`config.mk`:
```
export PLATFORM = sky130hd
export DESIGN_NAME = regfile_write_queue_flat
export DESIGN_NICKNAME = d
export VERILOG_FILES = /design/src/rtl/regfile_write_queue_if.sv /design/src/rtl/regfile_write_queue.sv /design/src/flat_wrapper.sv
export SDC_FILE = /design/constraint.sdc
export NUM_CORES = 1
export LEC_CHECK = 0
export BUFFER_PORTS_ARGS = -buffer_cell sky130_fd_sc_hd__buf_4
export CORE_MARGIN = 8
export CORE_UTILIZATION = 41
export DETAILED_ROUTE_END_ITERATION = 6
export GPL_ROUTABILITY_DRIVEN = 0
export PLACE_DENSITY = 0.7
export SETUP_SLACK_MARGIN = 0.3
export SLEW_MARGIN = 20
export SYNTH_ARGS = -nofsm -noshare
export SYNTH_HDL_FRONTEND = slang
export SYNTH_SLANG_ARGS = --single-unit
```
`constraint.sdc`:
```
create_clock -name clk -period 7.3 [get_ports clk]
set_input_delay 2.19 -clock clk [delete_from_list [all_inputs] [get_ports clk]]
set_output_delay 2.19 -clock clk [all_outputs]
set_load 0.02 [all_outputs]
```
`src/rtl/regfile_write_queue_if.sv`:
```
//==============================================================================
// Module      : regfile_write_queue_if
// Description : Memory-path and ALU-path writeback handshakes into the
//               register-file write queue.
// Revision    : 1.0 - initial release
//==============================================================================
`default_nettype none

interface regfile_write_queue_if;
    logic        mem_valid;
    logic [4:0]  mem_wn;
    logic [31:0] mem_wd;
    logic        mem_ready;
    logic        alu_valid;
    logic [4:0]  alu_wn;
    logic [31:0] alu_wd;
    logic        alu_ready;

    modport master (
        output mem_valid, mem_wn, mem_wd,
        input  mem_ready,
        output alu_valid, alu_wn, alu_wd,
        input  alu_ready
    );

    modport slave (
        input  mem_valid, mem_wn, mem_wd,
        output mem_ready,
        input  alu_valid, alu_wn, alu_wd,
        output alu_ready
    );
endinterface

`default_nettype wire

```
`src/rtl/regfile_write_queue.sv`:
```
//==============================================================================
// Module      : regfile_write_queue
// Description : In-order writeback queue draining one write per cycle into the
//               register file, with optional forwarding (macro WQ_FWD_EN).
// Revision    : 1.0 - initial release
//==============================================================================
`default_nettype none

module regfile_write_queue #(
    parameter int DEPTH = 4
) (
    input  wire logic                     clk,
    input  wire logic                     rst,
    regfile_write_queue_if.slave          wq,
    output logic                          RegWrite,
    output logic [4:0]                    wn,
    output logic [31:0]                   wd,
    input  wire logic [4:0]               rs,
    input  wire logic [4:0]               rt,
    output logic                          fwd_hit1,
    output logic                          fwd_hit2,
    output logic [31:0]                   fwd_data1,
    output logic [31:0]                   fwd_data2,
    output logic [$clog2(DEPTH):0]        count,
    output logic                          full,
    output logic                          empty
);

    localparam int c_AW = $clog2(DEPTH);
    localparam int c_CW = c_AW + 1;
    localparam logic [c_CW-1:0] c_DEPTH = c_CW'(DEPTH);

    logic [4:0]      r_q_wn [DEPTH];
    logic [31:0]     r_q_wd [DEPTH];
    logic [c_AW-1:0] r_head;
    logic [c_AW-1:0] r_tail;
    logic [c_CW-1:0] r_count;
    logic            r_full;
    logic            r_empty;
    logic            r_regwrite;
    logic [4:0]      r_wn;
    logic [31:0]     r_wd;

    logic            w_mem_ready;
    logic            w_mem_acc;
    logic            w_alu_ready;
    logic            w_mem_push;
    logic            w_alu_push;
    logic            w_pop;
    logic [c_AW-1:0] w_alu_slot;
    logic [c_AW-1:0] w_tail_nxt;
    logic [c_CW-1:0] w_count_nxt;

    // Space is judged on the start-of-cycle count; a same-cycle pop never frees a slot.
    assign w_mem_ready = (r_count < c_DEPTH);
    assign w_mem_acc   = wq.mem_valid & w_mem_ready;
    assign w_alu_ready = (({1'b0, r_count} + (c_CW+1)'(w_mem_acc)) < (c_CW+1)'(DEPTH));

    // Writes to r0 complete the handshake but are never stored.
    assign w_mem_push  = w_mem_acc & (wq.mem_wn != 5'd0);
    assign w_alu_push  = wq.alu_valid & w_alu_ready & (wq.alu_wn != 5'd0);
    assign w_pop       = (r_count != '0);
    assign w_alu_slot  = r_tail + c_AW'(w_mem_push);
    assign w_tail_nxt  = w_alu_slot + c_AW'(w_alu_push);
    assign w_count_nxt = r_count + c_CW'(w_mem_push) + c_CW'(w_alu_push) - c_CW'(w_pop);

    assign wq.mem_ready = w_mem_ready;
    assign wq.alu_ready = w_alu_ready;

    always_ff @(posedge clk) begin
        if (rst) begin
            r_head     <= '0;
            r_tail     <= '0;
            r_count    <= '0;
            r_full     <= 1'b0;
            r_empty    <= 1'b1;
            r_regwrite <= 1'b0;
            r_wn       <= '0;
            r_wd       <= '0;
        end else begin
            r_tail     <= w_tail_nxt;
            r_count    <= w_count_nxt;
            r_full     <= (w_count_nxt == c_DEPTH);
            r_empty    <= (w_count_nxt == '0);
            r_regwrite <= w_pop;
            if (w_pop) begin
                r_head <= r_head + c_AW'(1);
                r_wn   <= r_q_wn[r_head];
                r_wd   <= r_q_wd[r_head];
            end
        end
    end

    // The memory entry is the older instruction, so it takes the tail first.
    always_ff @(posedge clk) begin
        if (w_mem_push) begin
            r_q_wn[r_tail] <= wq.mem_wn;
            r_q_wd[r_tail] <= wq.mem_wd;
        end
        if (w_alu_push) begin
            r_q_wn[w_alu_slot] <= wq.alu_wn;
            r_q_wd[w_alu_slot] <= wq.alu_wd;
        end
    end

    assign RegWrite = r_regwrite;
    assign wn       = r_wn;
    assign wd       = r_wd;
    assign count    = r_count;
    assign full     = r_full;
    assign empty    = r_empty;

`ifdef WQ_FWD_EN
    for (genvar p = 0; p < 2; p++) begin : g_fwd_port
        logic [4:0]      w_addr;
        logic            w_hit;
        logic [31:0]     w_data;
        logic [c_AW-1:0] w_idx;

        assign w_addr = (p == 0) ? rs : rt;

        // Scan oldest to youngest so the youngest match is the one left standing.
        always_comb begin
            w_hit  = 1'b0;
            w_data = '0;
            w_idx  = '0;
            if (r_regwrite && (r_wn == w_addr)) begin
                w_hit  = 1'b1;
                w_data = r_wd;
            end
            for (int i = 0; i < DEPTH; i++) begin
                w_idx = r_head + c_AW'(i);
                if ((c_CW'(i) < r_count) && (r_q_wn[w_idx] == w_addr)) begin
                    w_hit  = 1'b1;
                    w_data = r_q_wd[w_idx];
                end
            end
            if (w_addr == 5'd0) begin
                w_hit  = 1'b0;
                w_data = '0;
            end
        end

        if (p == 0) begin : g_rs
            assign fwd_hit1  = w_hit;
            assign fwd_data1 = w_data;
        end else begin : g_rt
            assign fwd_hit2  = w_hit;
            assign fwd_data2 = w_data;
        end
    end
`else
    logic w_unused_addr;
    assign w_unused_addr = ^{rs, rt};
    assign fwd_hit1  = 1'b0;
    assign fwd_hit2  = 1'b0;
    assign fwd_data1 = '0;
    assign fwd_data2 = '0;
`endif

endmodule

`default_nettype wire

```
`src/flat_wrapper.sv`:
```
// flat-port wrapper written by rule: the top's interface ports become plain ports
module regfile_write_queue_flat 
#(
    parameter int DEPTH = 4
)
  (clk, rst, RegWrite, wn, wd, rs, rt, fwd_hit1, fwd_hit2, fwd_data1, fwd_data2, count, full, empty, wq_mem_valid, wq_mem_wn, wq_mem_wd, wq_mem_ready, wq_alu_valid, wq_alu_wn, wq_alu_wd, wq_alu_ready);
  regfile_write_queue_if wq_i ();
  input  wire logic clk;
  input  wire logic rst;
  output logic RegWrite;
  output logic [4:0] wn;
  output logic [31:0] wd;
  input  wire logic [4:0] rs;
  input  wire logic [4:0] rt;
  output logic fwd_hit1;
  output logic fwd_hit2;
  output logic [31:0] fwd_data1;
  output logic [31:0] fwd_data2;
  output logic [$clog2(DEPTH):0] count;
  output logic full;
  output logic empty;
  input wire logic [$bits(wq_i.mem_valid)-1:0] wq_mem_valid;
  input wire logic [$bits(wq_i.mem_wn)-1:0] wq_mem_wn;
  input wire logic [$bits(wq_i.mem_wd)-1:0] wq_mem_wd;
  output wire logic [$bits(wq_i.mem_ready)-1:0] wq_mem_ready;
  input wire logic [$bits(wq_i.alu_valid)-1:0] wq_alu_valid;
  input wire logic [$bits(wq_i.alu_wn)-1:0] wq_alu_wn;
  input wire logic [$bits(wq_i.alu_wd)-1:0] wq_alu_wd;
  output wire logic [$bits(wq_i.alu_ready)-1:0] wq_alu_ready;
  assign wq_i.mem_valid = wq_mem_valid;
  assign wq_i.mem_wn = wq_mem_wn;
  assign wq_i.mem_wd = wq_mem_wd;
  assign wq_mem_ready = wq_i.mem_ready;
  assign wq_i.alu_valid = wq_alu_valid;
  assign wq_i.alu_wn = wq_alu_wn;
  assign wq_i.alu_wd = wq_alu_wd;
  assign wq_alu_ready = wq_i.alu_ready;
  regfile_write_queue #(.DEPTH(DEPTH)) u_core (.clk(clk), .rst(rst), .wq(wq_i), .RegWrite(RegWrite), .wn(wn), .wd(wd), .rs(rs), .rt(rt), .fwd_hit1(fwd_hit1), .fwd_hit2(fwd_hit2), .fwd_data1(fwd_data1), .fwd_data2(fwd_data2), .count(count), .full(full), .empty(empty));
endmodule
```
# [Word-level counts from Yosys, hierarchy flattened]
# Memory sizes are Yosys's and may differ from the RTL's. A register that Yosys moved wholly into a read port is not among the register bits.
# Index checks and enable logic that the tools add are counted.
[classes] n_reduce_logical=4 div_mod_pow=0 order_cmp=2 add_sub_neg=7 n_mux=4 bitwise=4 shifts=0 n_eq_ne=1 mul=0
[op_table] op="$reduce_bool 5->1" count=2
[op_table] op="$add 3x1->3" count=2
[op_table] op="$add 2x1->2" count=2
[op_table] op="$add 3x1->4" count=1
[op_table] op="$and 1x1->1" count=4
[op_table] op="$lt 4x3->1 const B" count=1
[op_table] op="$mux 1" count=4
[op_table] op="$eq 3x3->1 const B" count=1
[op_table] op="$logic_not 3->1" count=1
[op_table] op="$lt 3x3->1 const B" count=1
[op_table] op="$reduce_bool 3->1" count=1
[op_table] op="$sub 3x1->3" count=1
[op_table] op="$add 2x1->2 const B" count=1
[word_totals] output_inout_bits=111 ff_bits=10 wordCells=30 memories=2 in_bits=88 ram_bits=148 rom_bits=0 latch_bits=0
[memory_table] memory="u_core.r_q_wd" words=4 width=32 rd=1 rd_clocked_by_memory_dff=1 write_ports=2 line="regfile_write_queue.sv:34" rtl="logic [31:0] r_q_wd [DEPTH];"
[memory_table] memory="u_core.r_q_wn" words=4 width=5 rd=1 rd_clocked_by_memory_dff=1 write_ports=2 line="regfile_write_queue.sv:33" rtl="logic [4:0] r_q_wn [DEPTH];"

# [Depth between registers and ports, before layout]
[depth] ltp_word=9 depth_mapped=11 ltp_nobuf=11

# [Worst setup path after synthesis]
# OpenSTA, ideal clock, no wires.
[synth_timing] path_kind="input-to-reg" startpoint="in wq_mem_wn[0]" endpoint="mem u_core.r_q_wd[2][0] (enable)" setup_ns=0.483 arrival_time_ns=5.349 slack_ns=1.468 cell_stages=9 required_ns=6.817 path_cell_list="or3_1 -> o311a_1 -> ha_1 -> xor2_1 -> nand2_1 -> or3_1 -> buf_4 -> buf_6 -> o21ai_0"
[synth_lines] element="start: declaration" line="flat_wrapper.sv:23" rtl="input wire logic [$bits(wq_i.mem_wn)-1:0] wq_mem_wn;"
[synth_lines] element="end: declaration" line="regfile_write_queue.sv:34"

==> qor.csv <==
stage;metric;value;unit
sta;final hold violation count;0;
detailed_routing;average wire per standard cell;20.21;um
detailed_routing;via count;5388;
clock_network;Post-CTS Hold Buffers;0;
sta;relative slew slack;36.50;%
grt;first-pass GRT wire length;32.66;mm
grt;gr busiest metal;met2;
pwr;Flop pwr share;41.7;%
final_layout;Area Overhead vs Synth;16.27;%
place;input/output buffers;122;
sta;post-layout minimum cycle time;5335;ps
die;Die X;168.3;um
grt;GR met2 Demand/Resource;25.87;%
run_status;status;finished clean;
sta;Layout Skew;12.47;ps
setup_path;CP Launch Type;primary input;
setup_path;kind of critical path;primary input to register;
clock_network;Sink Count;195;
clock_network;CTS Buf Count;17;
clock_network;CTS tree;yes;
setup_path;worst reg-to-reg path cell count;9;
setup_path;crit path to;u_core.r_q_wd[2][27]$_DFFE_PP_;
detailed_routing;vias per cell;5.083;
die;num rows;55;
sta;Final setup viols;0;
setup_path;Worst EP arrival;5440;ps
die;Initial Util;41.85;%
grt;total gr overflow;0;
final_layout;Layout Nets;856;
pwr;Power per Cell Area;414.8;mW/mm^2
sta;Final Max Slew Viols;0;
clock_network;CTS root buf;clkbuf_16;
detailed_routing;# DRC;0;
sta;Peak Freq;187.4;MHz
synth;post-synth cell types;38;
grt;Total GRT Usage;15.14;%
sta;RSZ-0062 raised after global routing;false;
setup_path;worst reg2reg setup slack;3920;ps
synth;Mean Syn Cell Area;14.64;um^2
pwr;Net Sw Power;1.630;mW
synth;mapped cell area;0.009504;mm^2
clock_network;Worst-Skew Late Latency;430;ps
clock_network;clk buf depth;2;
setup_path;worst setup path startpoint;wq_mem_wn[0];
detailed_routing;Post-DRT Antenna Nets;0;
setup_path;RR Startpoint;u_core.count[2]$_SDFF_PP0_;
clock_network;# Post-CTS Setup Buffers;0;
detailed_routing;WL final;21.43;mm
grt;GR Layer Usage met1;18.36;%
sta;Setup TNS;0;ps
grt;largest net degree at the start of global routing;47;
hold_path;Hold Path Class;register to register;
final_layout;multi-input logic area;0.003680;mm^2
final_layout;fin util;48.66;%
synth;Synth Register Bits;195;
detailed_routing;first-pass detailed-route iteration total;4;
setup_path;crit-path max FO;38;
clock_network;# resized after CTS;0;
pwr;static leakage;4.149;nW
grt;initial antenna violation count;0;
pwr;clock power share;20.2;%
final_layout;# fillers;2000;
setup_path;Critical Path RT;7410;ps
place;hpwl dp;13.20;mm
final_layout;share of cells above drive strength 1;46.58;%
grt;vias in the first global route;5694;
setup_path;Reg2Reg Capture Point;u_core.r_q_wd[2][27]$_DFFE_PP_;
job;max-cap violations;0;
grt;GR Layer Usage met3;4.771;%
detailed_routing;DRT iter0 DRCs;274;
final_layout;diodes inserted;0;
clock_network;Clock Pin Slew Worst Setup and Hold Paths;80;ps
die;I/O pins;199;
clock_network;number of H-tree levels;4;
pwr;Cell Int Power;2.954;mW
sta;fin crit share;73.08;%
pwr;combinational cell fraction of total power;38.1;%
pwr;Worst VDD drop;0.1974;mV
die;die area;0.02831;mm^2
synth;Syn Inst Count;649;
synth;post-synthesis sequential area ratio;56.66;%
die;core area;0.02271;mm^2
setup_path;CP endpoint kind;register;
pwr;Sw Share;35.55;%
die;Die Height;168.3;um
synth;yosys warns;0;
sta;Worst-Margin Slew;949.5;ps
final_layout;FF/Latch Area;0.005390;mm^2
[how the worst min path moves through the flow]
stage / startpoint / to / slack, ps / cells past startpoint
2_1_floorplan: u_core.wd[0]$_SDFFE_PP0P_ / u_core.wd[0]$_SDFFE_PP0P_ / 530 / 2
3_3_place_gp: u_core.wd[4]$_SDFFE_PP0P_ / u_core.wd[4]$_SDFFE_PP0P_ / 440 / 2
3_5_place_dp: u_core.wd[18]$_SDFFE_PP0P_ / u_core.wd[18]$_SDFFE_PP0P_ / 440 / 2
4_1_cts: u_core.wd[18]$_SDFFE_PP0P_ / u_core.wd[18]$_SDFFE_PP0P_ / 460 / 2
5_1_grt: u_core.wd[18]$_SDFFE_PP0P_ / u_core.wd[18]$_SDFFE_PP0P_ / 470 / 2
6_report: u_core.wd[28]$_SDFFE_PP0P_ / u_core.wd[28]$_SDFFE_PP0P_ / 450 / 2
[Yosys cell counts]
cell type | instances | area, um^2
conb_1 | 1 | 3.750
o21ai_0 | 2 | 10.01
mux2_4 | 19 | 285.3
fa_1 | 2 | 40.04
a21oi_1 | 38 | 190.2
or4_4 | 1 | 11.26
xor2_1 | 3 | 26.28
nand2b_1 | 1 | 6.260
and2_1 | 1 | 6.260
buf_2 | 9 | 45.04
clkbuf_1 | 15 | 56.30
o22ai_1 | 1 | 6.260
buf_4 | 68 | 510.5
nor2_4 | 1 | 11.26
mux2_1 | 2 | 22.52
nor3_1 | 1 | 5.000
edfxtp_1 | 148 | 4444
nand2_1 | 78 | 292.8
nor3b_1 | 1 | 7.510
o21bai_1 | 1 | 7.510
or4_1 | 1 | 7.510
nor2_1 | 9 | 33.78
buf_1 | 3 | 11.26
o311a_1 | 1 | 10.01
o211ai_2 | 1 | 12.51
mux2_2 | 127 | 1430
ha_1 | 4 | 50.05
nor4_1 | 1 | 6.260
mux4_2 | 37 | 833.3
xnor2_1 | 1 | 8.760
buf_6 | 7 | 78.83
nor2b_1 | 1 | 6.260
nand3_2 | 1 | 10.01
or3_1 | 2 | 12.51
nor3_4 | 1 | 16.27
dfxtp_1 | 47 | 940.9
inv_1 | 11 | 41.29
and3_1 | 1 | 6.260
[worst max-delay path, cell delays in order]
cell and delay (ps):
buf_4 130, or3_1 400, o311a_1 360, ha_1 210, xor2_1 410, nand2_1 120
or3_2 420, buf_4 350, o21ai_4 420, buf_4 410
[cell usage in the layout, fill, tap and decap left out, types with 3 or more instances in the layout]
cell and count:
dfxtp_1 45, edfxtp_1 148, nand2_1 78, mux2_4 19
nor2_1 9, clkinv_8 3, conb_1 66, a21oi_1 38
xor2_1 3, ha_1 4, inv_8 4, inv_1 10
mux4_2 37, mux2_2 127, buf_4 130, inv_6 4
clkbuf_16 17
[area by class of cell]
| class | instances | area share, % |
|---|---|---|
| sequential | 195 | 48.78 |
| multi-input combinational | 406 | 33.30 |
| timing repair buffer | 131 | 9.013 |
| clock buffer | 17 | 3.850 |
| tap | 285 | 3.227 |
| clock inverter | 15 | 1.461 |
| inverter | 11 | 0.3736 |
[through the flow]
step	setup slack [ps]	area [um^2]	total power [mW]	instances	hold WS [ps]
floorplan	1468	9748	3.144	714	530.2
global placement	1559	10460	3.698	1028	440.7
detailed placement	1485	10460	3.727	1028	443.3
CTS	1942	11050	4.654	1060	455.0
global route	1809	11050	4.858	1060	468.6
finish	1965	11050	4.584	1060	452.2
[sequential cells by signal, indices dropped and copies added (netlist names)]
signal / count
u_core.full: 1
u_core.empty: 1
u_core.wn: 5
u_core.RegWrite: 1
u_core.r_q_wd: 128
u_core.count: 3
u_core.r_tail: 2
u_core.r_head: 2
u_core.r_q_wn: 20
u_core.wd: 32
[cells by family (layout without fill, tap and decap cells)]
family	count (synthesis)	in the layout	synth area share [%]
flops	195	195	56.66
fa+ha+maj	6	6	0.9479
mux	185	185	27.05
other cells	1	66	0.03946
xor+xnor	4	4	0.3687
compound gates	44	44	2.488
buf+inv	113	174	7.820
simple gates	101	101	4.621
[routing by layer]
layer  share of wire (%)  routed length, um
met5                   0                  0
met4                0.96                206
met3                 7.2               1541
met2                  49              10460
met1                  43               9216
[power by group through the flow]
stage | Combinational (mW) | Sequential, mW | Clock [mW]
CTS | 1.78 | 1.92 | 0.949
finish | 1.75 | 1.91 | 0.924
global route | 1.90 | 1.97 | 0.991
detailed placement | 1.78 | 1.95 | 0
floorplan | 1.17 | 1.98 | 0
global placement | 1.76 | 1.93 | 0
No activity file was read; power rests on OpenSTA's default activity.
